## src/rtl/line_draw.sv

```systemverilog
// Bresenham line rasterizer: latches two endpoints, then streams one pixel per
// accepted handshake and pulses done after the final endpoint is taken.
module line_draw #(
   parameter int COORD_W = 9
) (
   input  logic               HCLK,
   input  logic               HRESETn,
   input  logic [COORD_W-1:0] x1,
   input  logic [COORD_W-1:0] y1,
   input  logic [COORD_W-1:0] x2,
   input  logic [COORD_W-1:0] y2,
   input  logic               start,
   input  logic               pix_ready,
   output logic [COORD_W-1:0] pix_x,
   output logic [COORD_W-1:0] pix_y,
   output logic               pix_valid,
   output logic               busy,
   output logic               done
);

   localparam int EW = COORD_W + 2;

   typedef enum logic [1:0] {IDLE, SETUP, DRAW, FINISH} state_t;

   state_t               state;
   logic [COORD_W-1:0]   lx1, ly1, lx2, ly2;
   logic signed [EW-1:0] dx, dy, err;
   logic                 sx_neg, sy_neg;

   logic [EW-1:0]        abs_x, abs_y;
   logic signed [EW:0]   e2, dx_e, dy_e;
   logic signed [EW-1:0] err_nxt;
   logic                 step_x, step_y, at_end;

   assign abs_x = (lx2 >= lx1) ? EW'(lx2) - EW'(lx1) : EW'(lx1) - EW'(lx2);
   assign abs_y = (ly2 >= ly1) ? EW'(ly2) - EW'(ly1) : EW'(ly1) - EW'(ly2);

   // e2 = 2*err, compared against sign-extended dx/dy one bit wider
   assign e2      = {err, 1'b0};
   assign dx_e    = {dx[EW-1], dx};
   assign dy_e    = {dy[EW-1], dy};
   assign step_x  = (e2 >= dy_e);
   assign step_y  = (e2 <= dx_e);
   assign err_nxt = err + (step_x ? dy : '0) + (step_y ? dx : '0);
   assign at_end  = (pix_x == lx2) && (pix_y == ly2);

   always_ff @(posedge HCLK or negedge HRESETn) begin
      if (!HRESETn) begin
         state     <= IDLE;
         lx1       <= '0;
         ly1       <= '0;
         lx2       <= '0;
         ly2       <= '0;
         dx        <= '0;
         dy        <= '0;
         err       <= '0;
         sx_neg    <= 1'b0;
         sy_neg    <= 1'b0;
         pix_x     <= '0;
         pix_y     <= '0;
         pix_valid <= 1'b0;
         busy      <= 1'b0;
         done      <= 1'b0;
      end else begin
         case (state)
            IDLE: begin
               if (start) begin
                  lx1   <= x1;
                  ly1   <= y1;
                  lx2   <= x2;
                  ly2   <= y2;
                  busy  <= 1'b1;
                  state <= SETUP;
               end
            end
            SETUP: begin
               dx        <= abs_x;
               dy        <= -abs_y;
               err       <= abs_x - abs_y;
               sx_neg    <= (lx2 < lx1);
               sy_neg    <= (ly2 < ly1);
               pix_x     <= lx1;
               pix_y     <= ly1;
               pix_valid <= 1'b1;
               state     <= DRAW;
            end
            DRAW: begin
               // everything holds while the framebuffer stalls
               if (pix_ready) begin
                  if (at_end) begin
                     pix_valid <= 1'b0;
                     done      <= 1'b1;
                     state     <= FINISH;
                  end else begin
                     err <= err_nxt;
                     if (step_x) pix_x <= sx_neg ? pix_x - 1'b1 : pix_x + 1'b1;
                     if (step_y) pix_y <= sy_neg ? pix_y - 1'b1 : pix_y + 1'b1;
                  end
               end
            end
            FINISH: begin
               done  <= 1'b0;
               busy  <= 1'b0;
               state <= IDLE;
            end
            default: state <= IDLE;
         endcase
      end
   end

endmodule
```

## config.mk

```make
export PLATFORM = sky130hd
export DESIGN_NAME = line_draw
export DESIGN_NICKNAME = d
export VERILOG_FILES = /design/src/rtl/line_draw.sv
export SDC_FILE = /design/constraint.sdc
export NUM_CORES = 1
export LEC_CHECK = 0
export CORE_MARGIN = 5
export CORE_UTILIZATION = 45
export CTS_CLUSTER_SIZE = 28
export DETAILED_ROUTE_END_ITERATION = 10
export SLEW_MARGIN = 25
export SYNTH_ARGS = -nofsm -noshare
export SYNTH_HDL_FRONTEND = slang
export SYNTH_SLANG_ARGS = --single-unit
```

## constraint.sdc

```tcl
create_clock -name HCLK -period 9.96 [get_ports HCLK]
set_clock_uncertainty 0.2 [all_clocks]
set_input_delay 0.996 -clock HCLK [delete_from_list [all_inputs] [get_ports HCLK]]
set_output_delay 0.996 -clock HCLK [all_outputs]
set_load 0.02 [all_outputs]
```

==> results of run 1 <==
-- through the flow --
step                util, %  instances  cell area, µm²  setup slack [ns]  hold WS (ns)
finish                 52.3       1141            9100              4.73         0.309
global route           52.3       1141            9100              4.24         0.331
CTS                    52.3       1141            9100              4.72         0.312
detailed placement     50.7       1126            8830              4.73         0.298
global placement       50.7       1126            8830              4.84         0.290
floorplan                 -        863            8030              5.33         0.281
-- worst max-delay path by stage --
stage / from / to / slack, ns / cells after the start
3_5_place_dp: lx2[0]$_DFFE_PN0P_ / err[10]$_DFFE_PN0P_ / 4.73 / 19
2_1_floorplan: lx2[0]$_DFFE_PN0P_ / err[10]$_DFFE_PN0P_ / 5.33 / 20
4_1_cts: lx2[0]$_DFFE_PN0P_ / err[10]$_DFFE_PN0P_ / 4.72 / 19
5_1_grt: lx2[0]$_DFFE_PN0P_ / err[10]$_DFFE_PN0P_ / 4.24 / 19
3_3_place_gp: lx2[0]$_DFFE_PN0P_ / err[10]$_DFFE_PN0P_ / 4.84 / 19
6_report: lx2[0]$_DFFE_PN0P_ / err[10]$_DFFE_PN0P_ / 4.73 / 19
-- routing by layer --
layer  vias up  part of all wire (%)  track usage, %
met2       108                    43            29.5
li1       3092                     -               -
met4         0                   2.4            6.89
met3        20                   3.6            2.93
met1      2890                    51            28.2
met5         -                     0               0
-- synthesized netlist by cell type, drive strengths merged (12+ instances only) --
cell type   n
buf        12
mux2i      26
nor3       12
dfrtp      93
xor2       18
ha         96
mux2       50
a21oi      73
inv        96
a21o       24
fa         18
nor2       57
clkbuf     15
o21ai      53
xnor2      47
nor2b      12
nand2      49
nand3      12
-- placed cells by master, fill, tap and decap left out, drive strengths merged, types with 3 or more instances in the layout --
| master | n |
|---|---|
| xnor2 | 47 |
| o21ai | 53 |
| or3 | 4 |
| mux2 | 50 |
| a211o | 3 |
| nand3 | 12 |
| nor3 | 12 |
| o21a | 8 |
| fa | 18 |
| o22ai | 3 |
| ha | 96 |
| nor2b | 12 |
| dfrtp | 93 |
| a31oi | 9 |
| clkbuf | 12 |
| xor2 | 18 |
| nor2 | 57 |
| buf | 6 |
| clkdlybuf4s50 | 59 |
| inv | 96 |
| mux2i | 26 |
| nand2b | 8 |
| nand4 | 10 |
| nand2 | 49 |
| o2111ai | 3 |
| a211oi | 7 |
| a21oi | 73 |
| o21bai | 10 |
| o211ai | 3 |
| a21o | 24 |
-- state kept, by name (all words and copies together), names as in the netlist --
signal and count:
done 1, pix_valid 1, pix_x 9, dx 10, ly2 9, dy 11
lx2 9, busy 1, sy_neg 1, err 11, state 2, pix_y 9
ly1 9, sx_neg 1, lx1 9
-- final cells by class --
cell class / instances / area, µm²
Tap cell: 225 / 282
Multi-Input combinational cell: 647 / 5220
Fill cell: 1640 / 8310
Timing Repair Buffer: 65 / 636
Clock inverter: 3 / 21.3
Clock buffer: 12 / 256
Inverter: 96 / 360
Sequential cell: 93 / 2330
-- kinds of logic after synthesis --
kind of cell / after synthesis
multiplexers: 76
XOR/XNOR: 66
AO/OA/AOI/OAI: 217
adder cells (fa/ha/maj): 114
flip-flops: 93
buffers and inverters: 123
AND/OR/NAND/NOR: 174
-- worst max-delay path, stage by stage (launching register included) --
cell and delay (ns):
dfrtp_1 0.42, inv_1 0.07, ha_1 0.13, inv_1 0.06, fa_1 0.37, a21o_1 0.16, a21oi_1 0.24, nor3_1 0.08
a211oi_1 0.29, a21boi_2 0.62, mux2_2 0.46, fa_1 0.47, a21o_1 0.18, a21oi_1 0.21, nor2b_1 0.07, o21ai_0 0.23
a21oi_1 0.14, a2111oi_0 0.41, a21oi_1 0.08, a221oi_1 0.24
==> flow_summary.toml, run 1 <==
[layout]
drive_gt1_share_pct = 10.3
fin_nets = 1066
n_antenna_cell = 0
synthToLayoutAreaGrowth_pct = 13.4

[timing]
relSlewSlack_pct = 35.9
fmax_ghz = 0.191
drv_slew = 0
finalSetupTns_ns = 0
fin_crit_sh_pct = 52.5
setup_viol = 0
min_period_ns = 5.23
hold_viol_final = 0
tightest_slew_ns = 0.961
grt_setup_unrepaired = "no"

[floorplan]
core_um2 = 17400
die_y_um = 144
pin_count = 61
die_area_um2 = 20600
die_w_um = 144
start_util_pct = 46.1
rows = 48

[synth]
syn_nets = 1017
synth_edf_count = 0
synthTopCellsByArea = "dfrtp_1, ha_1, mux2_2"
postSynthAreaPerCell_um2 = 9.31
yosysWarnings = 0
synth.largest_area_cell = "dfrtp_1"
synth_xor_area_share_pct = 7.65
muxShareOfSynthArea_pct = 10.4
synth_top_family_by_area = "adder cells"
yosysTopAreaCellShare_pct = 29.0
syn_area_um2 = 8030
yosysUniqueCellTypes = 66
async_reset_ff_share_pct = 100
synth_cells = 863
synth_simple_gate_area_share_pct = 10.4
synth-compound-area-share_pct = 17.0
synth-seq-cells = 93
synthFlopType = "dfrtp_1"
yosys.area_share.adder_pct = 19.4
yosysSeqAreaShare_pct = 29.0

[run]
cap_violations = 0

[critical_path]
r2r_slack_ns = 4.73
cp-start-kind = "flop"
worstReg2RegStart = "lx2[0]$_DFFE_PN0P_"
worstRegToRegCells = 19
critical_path_arrival_ns = 5.27
critPathKind = "reg2reg"
end_kind = "flop"
worstPathMaxFanout = 14
worst_ep_required_time_ns = 10.00
r2r_end = "err[10]$_DFFE_PN0P_"

[clock_network]
cts_buffers = 9
cts_tree = "done"
clock-sinks = 93
cts.clk_slew.worst_paths_ns = 0.07
cts_hold_buffers = 0
cts_max_path_buffers = 2
cts_resized = 0
cts_max_level = 3
clock_latency_ns = 0.35
cts_setup_buffers = 0
cts_root_buffer = "clkbuf_16"

[placed_design]
gp_congestion = 0.869
dp_hpwl_mm = 14.6
numPortBuffers = 60

[route]
route.detailed.drc = 0
drt.antenna.violating_nets = 0
routedWlPerCell_um = 16.5
dr.pass1.iters = 5
viasPerCell = 5.35
drt_iter0_markers = 299
totalWireLength_mm = 18.9
dr_total_vias = 6110

[hold_path]
min_from = "dx[7]$_DFFE_PN0P_"
whs_endpoint = "dx[7]$_DFFE_PN0P_"
hold_depth = 1
hold_path.class = "reg2reg"

[grt]
antenna_found_initial = 0
overflow = 0
grt_max_degree = 52
grt_pass1_vias = 6217
grt_pass1_wl_mm = 31.8
track_usage_pct = 19.4

[outcome]
outcome = "finished, final reports clean"
Power of run 1 is not shown: default switching activity piles up to over one toggle a cycle in this logic, so the estimate is an artifact.
==> run 2: changes to the inputs <==
Settings changed: PLACE_DENSITY set to 0.66.
Clock period 9.96 ns to 4.7 ns, I/O delays scaled along.
==> flow_summary.toml, run 2 (same netlist as run 1, synthesis figures left out) <==
[grt]
grt_max_degree = 66
track_usage_pct = 19.6
overflow = 0
antenna_found_initial = 0
grt_pass1_vias = 6358
grt_pass1_wl_mm = 32.3

[critical_path]
critical_path_arrival_ns = 4.60
cp-start-kind = "flop"
critPathTopFamily = "compound AO/OA/AOI/OAI gates"
worst_ep_required_time_ns = 4.78
crit_chain = "inv_2 > ha_4 > a21o_1 > a211o_1 > a41o_1 > a31o_4 > nor2_4 > fa_1 > ha_4 > fa_2 > a21oi_2 > nor2_1 > nor2_1 > o21bai_2 > a2111oi_2 > nor3_1 > xnor2_1 > mux2_2 > o21ai_1"
critPathKind = "reg2reg"
worst-path-buf-inv = 1
slowest_delay_ns = 0.43
end_kind = "flop"
worstPathMaxFanout = 3
cp_slowest_cell = "fa_1"

[timing]
setup_viol = 0
fin_crit_sh_pct = 96.2
hold_slack_ns = 0.0412
relSlewSlack_pct = 39.9
drv_slew = 0
min_period_ns = 4.52
fmax_ghz = 0.221
hold_viol_final = 0
tightest_slew_ns = 0.902

[layout]
synthToLayoutAreaGrowth_pct = 19.4
reg.largest.list = "dy: 11 flops, err: 11 flops, dx: 10 flops"
n_antenna_cell = 0
final_common_cell = "inv_1"
drive_gt1_share_pct = 16.9
fill_cells = 1582
layoutNonFillerInstCount = 1178
fin_nets = 1102
final_cell_mix = "inv_1, dfrtp_1, ha_1"

[route]
route.detailed.drc = 0
drt_iter0_markers = 334
totalWireLength_mm = 19.6
drt.antenna.violating_nets = 0
routedWlPerCell_um = 16.6
viasPerCell = 5.41
dr_total_vias = 6378
dr.pass1.iters = 5

[placed_design]
dp_hpwl_mm = 14.9
gp_congestion = 0.930
numPortBuffers = 60
place_inst = 1157

[floorplan]
die_area_um2 = 20600
core_um2 = 17400
rows = 48
die_y_um = 144
pin_count = 61
die_w_um = 144
start_util_pct = 46.1

[clock_network]
cts_max_path_buffers = 2
cts_buffers = 9
clock_latency_ns = 0.35
cts_tree = "done"
cts_max_level = 3
cts_root_buffer = "clkbuf_16"
cts.clk_slew.worst_paths_ns = 0.07
clock-sinks = 93

[run]
cap_violations = 0

[outcome]
outcome = "finished, final reports clean"

[hold_path]
hold_path.class = "in2async"
-- run 2: cell count changes in the layout (fill, tap and decap cells not counted), sizes merged --
cell / delta
clkbuf: -1
clkinv: +2
bufinv: +1
clkinvlp: -1
buf: +36
-- run 2: repair_timing --
action                                  in CTS  in global routing
pin swaps                                    1                 13
endpoints found under the hold margin        0                  0
gates resized for setup                      5                 42
buffers inserted                             0                  5
endpoints found under the setup margin       2                  6
hold buffers                                 0                  0
-- run 2: layout make-up --
| type | instances | area (µm²) | area share, % |
|---|---|---|---|
| multi-input cells | 647 | 5420 | 56.4 |
| flip-flops and latches | 93 | 2330 | 24.3 |
| well taps | 225 | 282 | 2.93 |
| clock buffers | 11 | 233 | 2.43 |
| repair buffers | 101 | 913 | 9.52 |
| inverters | 96 | 360 | 3.76 |
| clock inverters | 5 | 61.3 | 0.639 |
-- run 2: routing by layer --
layer	wire, µm	track usage [%]	share of wire, %
met1	9800	28.5	50
met2	8800	30.6	45
met3	686	3.09	3.5
met4	307	5.40	1.6
met5	0	0	0
-- run 2: path summary, 6_finish.rpt --
check | startpoint | to | slack [ns] | depth (start not counted)
max | dx[9]$_DFFE_PN0P_ | err[9]$_DFFE_PN0P_ | 0.18 | 19
min | HRESETn | done$_DFFE_PN0P_ | 0.04 | 1
max reg2reg | dx[9]$_DFFE_PN0P_ | err[9]$_DFFE_PN0P_ | 0.18 | 19
min reg2reg | dx[6]$_DFFE_PN0P_ | dx[6]$_DFFE_PN0P_ | 0.31 | 1
max in group asynchronous | HRESETn | lx2[4]$_DFFE_PN0P_ | 3.32 | 2
min in group HCLK | dx[6]$_DFFE_PN0P_ | dx[6]$_DFFE_PN0P_ | 0.31 | 1
-- run 2: through the flow --
step	setup WS, ns	utilization, %	cell area [µm²]	TNS [ns]
floorplan	0.0743	-	8030	0
global placement	0.0773	52.0	9050	0
detailed placement	-0.141	52.0	9050	-0.243
CTS	0.00384	53.7	9360	0
global route	-0.0255	55.1	9590	-0.0255
finish	0.178	55.1	9590	0
Power of run 2 is left out for the same reason.
==> run 3: changes to the inputs <==
Settings changed: CAP_MARGIN set to 25, PLACE_DENSITY 0.66 to not set.
Clock period 4.7 ns to 5.02 ns, I/O delays scaled along.
==> flow_summary.toml, run 3 (same netlist as run 1, synthesis figures left out) <==
[outcome]
outcome = "complete, but fails checks"
violations = "hold timing"

[route]
viasPerCell = 5.38
route.detailed.drc = 0
dr_total_vias = 6190
dr.pass1.iters = 6
routedWlPerCell_um = 16.8
totalWireLength_mm = 19.3
drt.antenna.violating_nets = 0
drt_iter0_markers = 301

[layout]
fin_util_pct = 52.8
final_common_cell = "inv_1"
reg.largest.list = "dy: 11 flops, err: 11 flops, dx: 10 flops"
final_cell_mix = "inv_1, ha_1, dfrtp_1"
drive_gt1_share_pct = 11.1
synthToLayoutAreaGrowth_pct = 14.5
fin_nets = 1075
n_antenna_cell = 0

[placed_design]
gp_congestion = 0.896
numPortBuffers = 60
dp_hpwl_mm = 15.1

[floorplan]
die_area_um2 = 20600
core_um2 = 17400
pin_count = 61
rows = 48
start_util_pct = 46.1
die_w_um = 144
die_y_um = 144

[grt]
track_usage_pct = 19.9
grt_pass1_wl_mm = 32.6
overflow = 0
antenna_found_initial = 0
grt_pass1_vias = 6248
grt_max_degree = 52

[timing]
setup_viol = 0
relSlewSlack_pct = 53.0
tightest_slew_ns = 0.705
drv_slew = 0
finalSetupTns_ns = 0
fin_crit_sh_pct = 94.4
hold_slack_ns = -0.00600
min_period_ns = 4.74
grt_setup_unrepaired = "no"
fmax_ghz = 0.211
hold_viol_final = 5

[critical_path]
worstRegToRegCells = 19
worstPathMaxFanout = 3
critPathKind = "reg2reg"
crit_chain = "inv_1 > ha_1 > a21o_1 > a211o_1 > a41o_1 > a31o_2 > nor2_1 > fa_1 > ha_1 > fa_1 > a21oi_1 > nor2_1 > nor2_1 > o21bai_1 > a2111oi_2 > nor3_1 > xnor2_1 > mux2_2 > o21ai_0"
critical_path_arrival_ns = 4.81
crit_top_cell = "nor2_1"
worst-path-buf-inv = 1
path_depth = 19
end_kind = "flop"
cp-start-kind = "flop"
cp_slowest_cell = "fa_1"
worst_ep_required_time_ns = 5.09
critPathTopFamily = "compound AO/OA/AOI/OAI gates"
slowest_delay_ns = 0.44

[clock_network]
cts_root_buffer = "clkbuf_16"
clock_latency_ns = 0.35
cts_tree = "done"
cts.clk_slew.worst_paths_ns = 0.07
cts_setup_buffers = 0
cts_max_path_buffers = 2
clock-sinks = 93
cts_max_level = 3
cts_buffers = 9

[run]
cap_violations = 0

[hold_path]
hold_path.class = "in2async"
run 3: final timing paths:
check / from / endpoint / slack [ns]
setup / recovery: dx[9]$_DFFE_PN0P_ / err[9]$_DFFE_PN0P_ / 0.28
hold / removal: HRESETn / busy$_DFFE_PN0P_ / -0.006
setup reg to reg: dx[9]$_DFFE_PN0P_ / err[9]$_DFFE_PN0P_ / 0.28
hold reg to reg: busy$_DFFE_PN0P_ / busy$_DFFE_PN0P_ / 0.31
max in group asynchronous: HRESETn / lx1[5]$_DFFE_PN0P_ / 3.61
min in group HCLK: busy$_DFFE_PN0P_ / busy$_DFFE_PN0P_ / 0.31
run 3: repair_timing:
item                                    CTS  global route
hold buffers                              0             0
endpoints found under the setup margin    0             3
gates resized for setup                   0             5
run 3: layer usage:
layer	track usage [%]	vias to the layer above	wire, µm
met5	0	-	0
met3	2.60	24	715
met1	28.6	2937	9680
met2	31.3	116	8560
li1	-	3113	-
met4	5.90	0	354
run 3: through the flow:
stage | instances | worst slack, ns | cell area [µm²]
finish | 1151 | 0.279 | 9190
global route | 1151 | 0.0196 | 9190
CTS | 1151 | 0.212 | 9180
detailed placement | 1135 | 0.226 | 8890
global placement | 1135 | 0.347 | 8890
floorplan | 863 | 0.394 | 8030
run 3: area by class of cell:
type / count / area, µm²
Fill cell: 1625 / 8220
Multi-Input combinational cell: 647 / 5230
Sequential cell: 93 / 2330
Timing Repair Buffer: 74 / 703
Inverter: 96 / 360
Tap cell: 225 / 282
Clock buffer: 11 / 233
Clock inverter: 5 / 61.3
Power of run 3 is left out for the same reason.
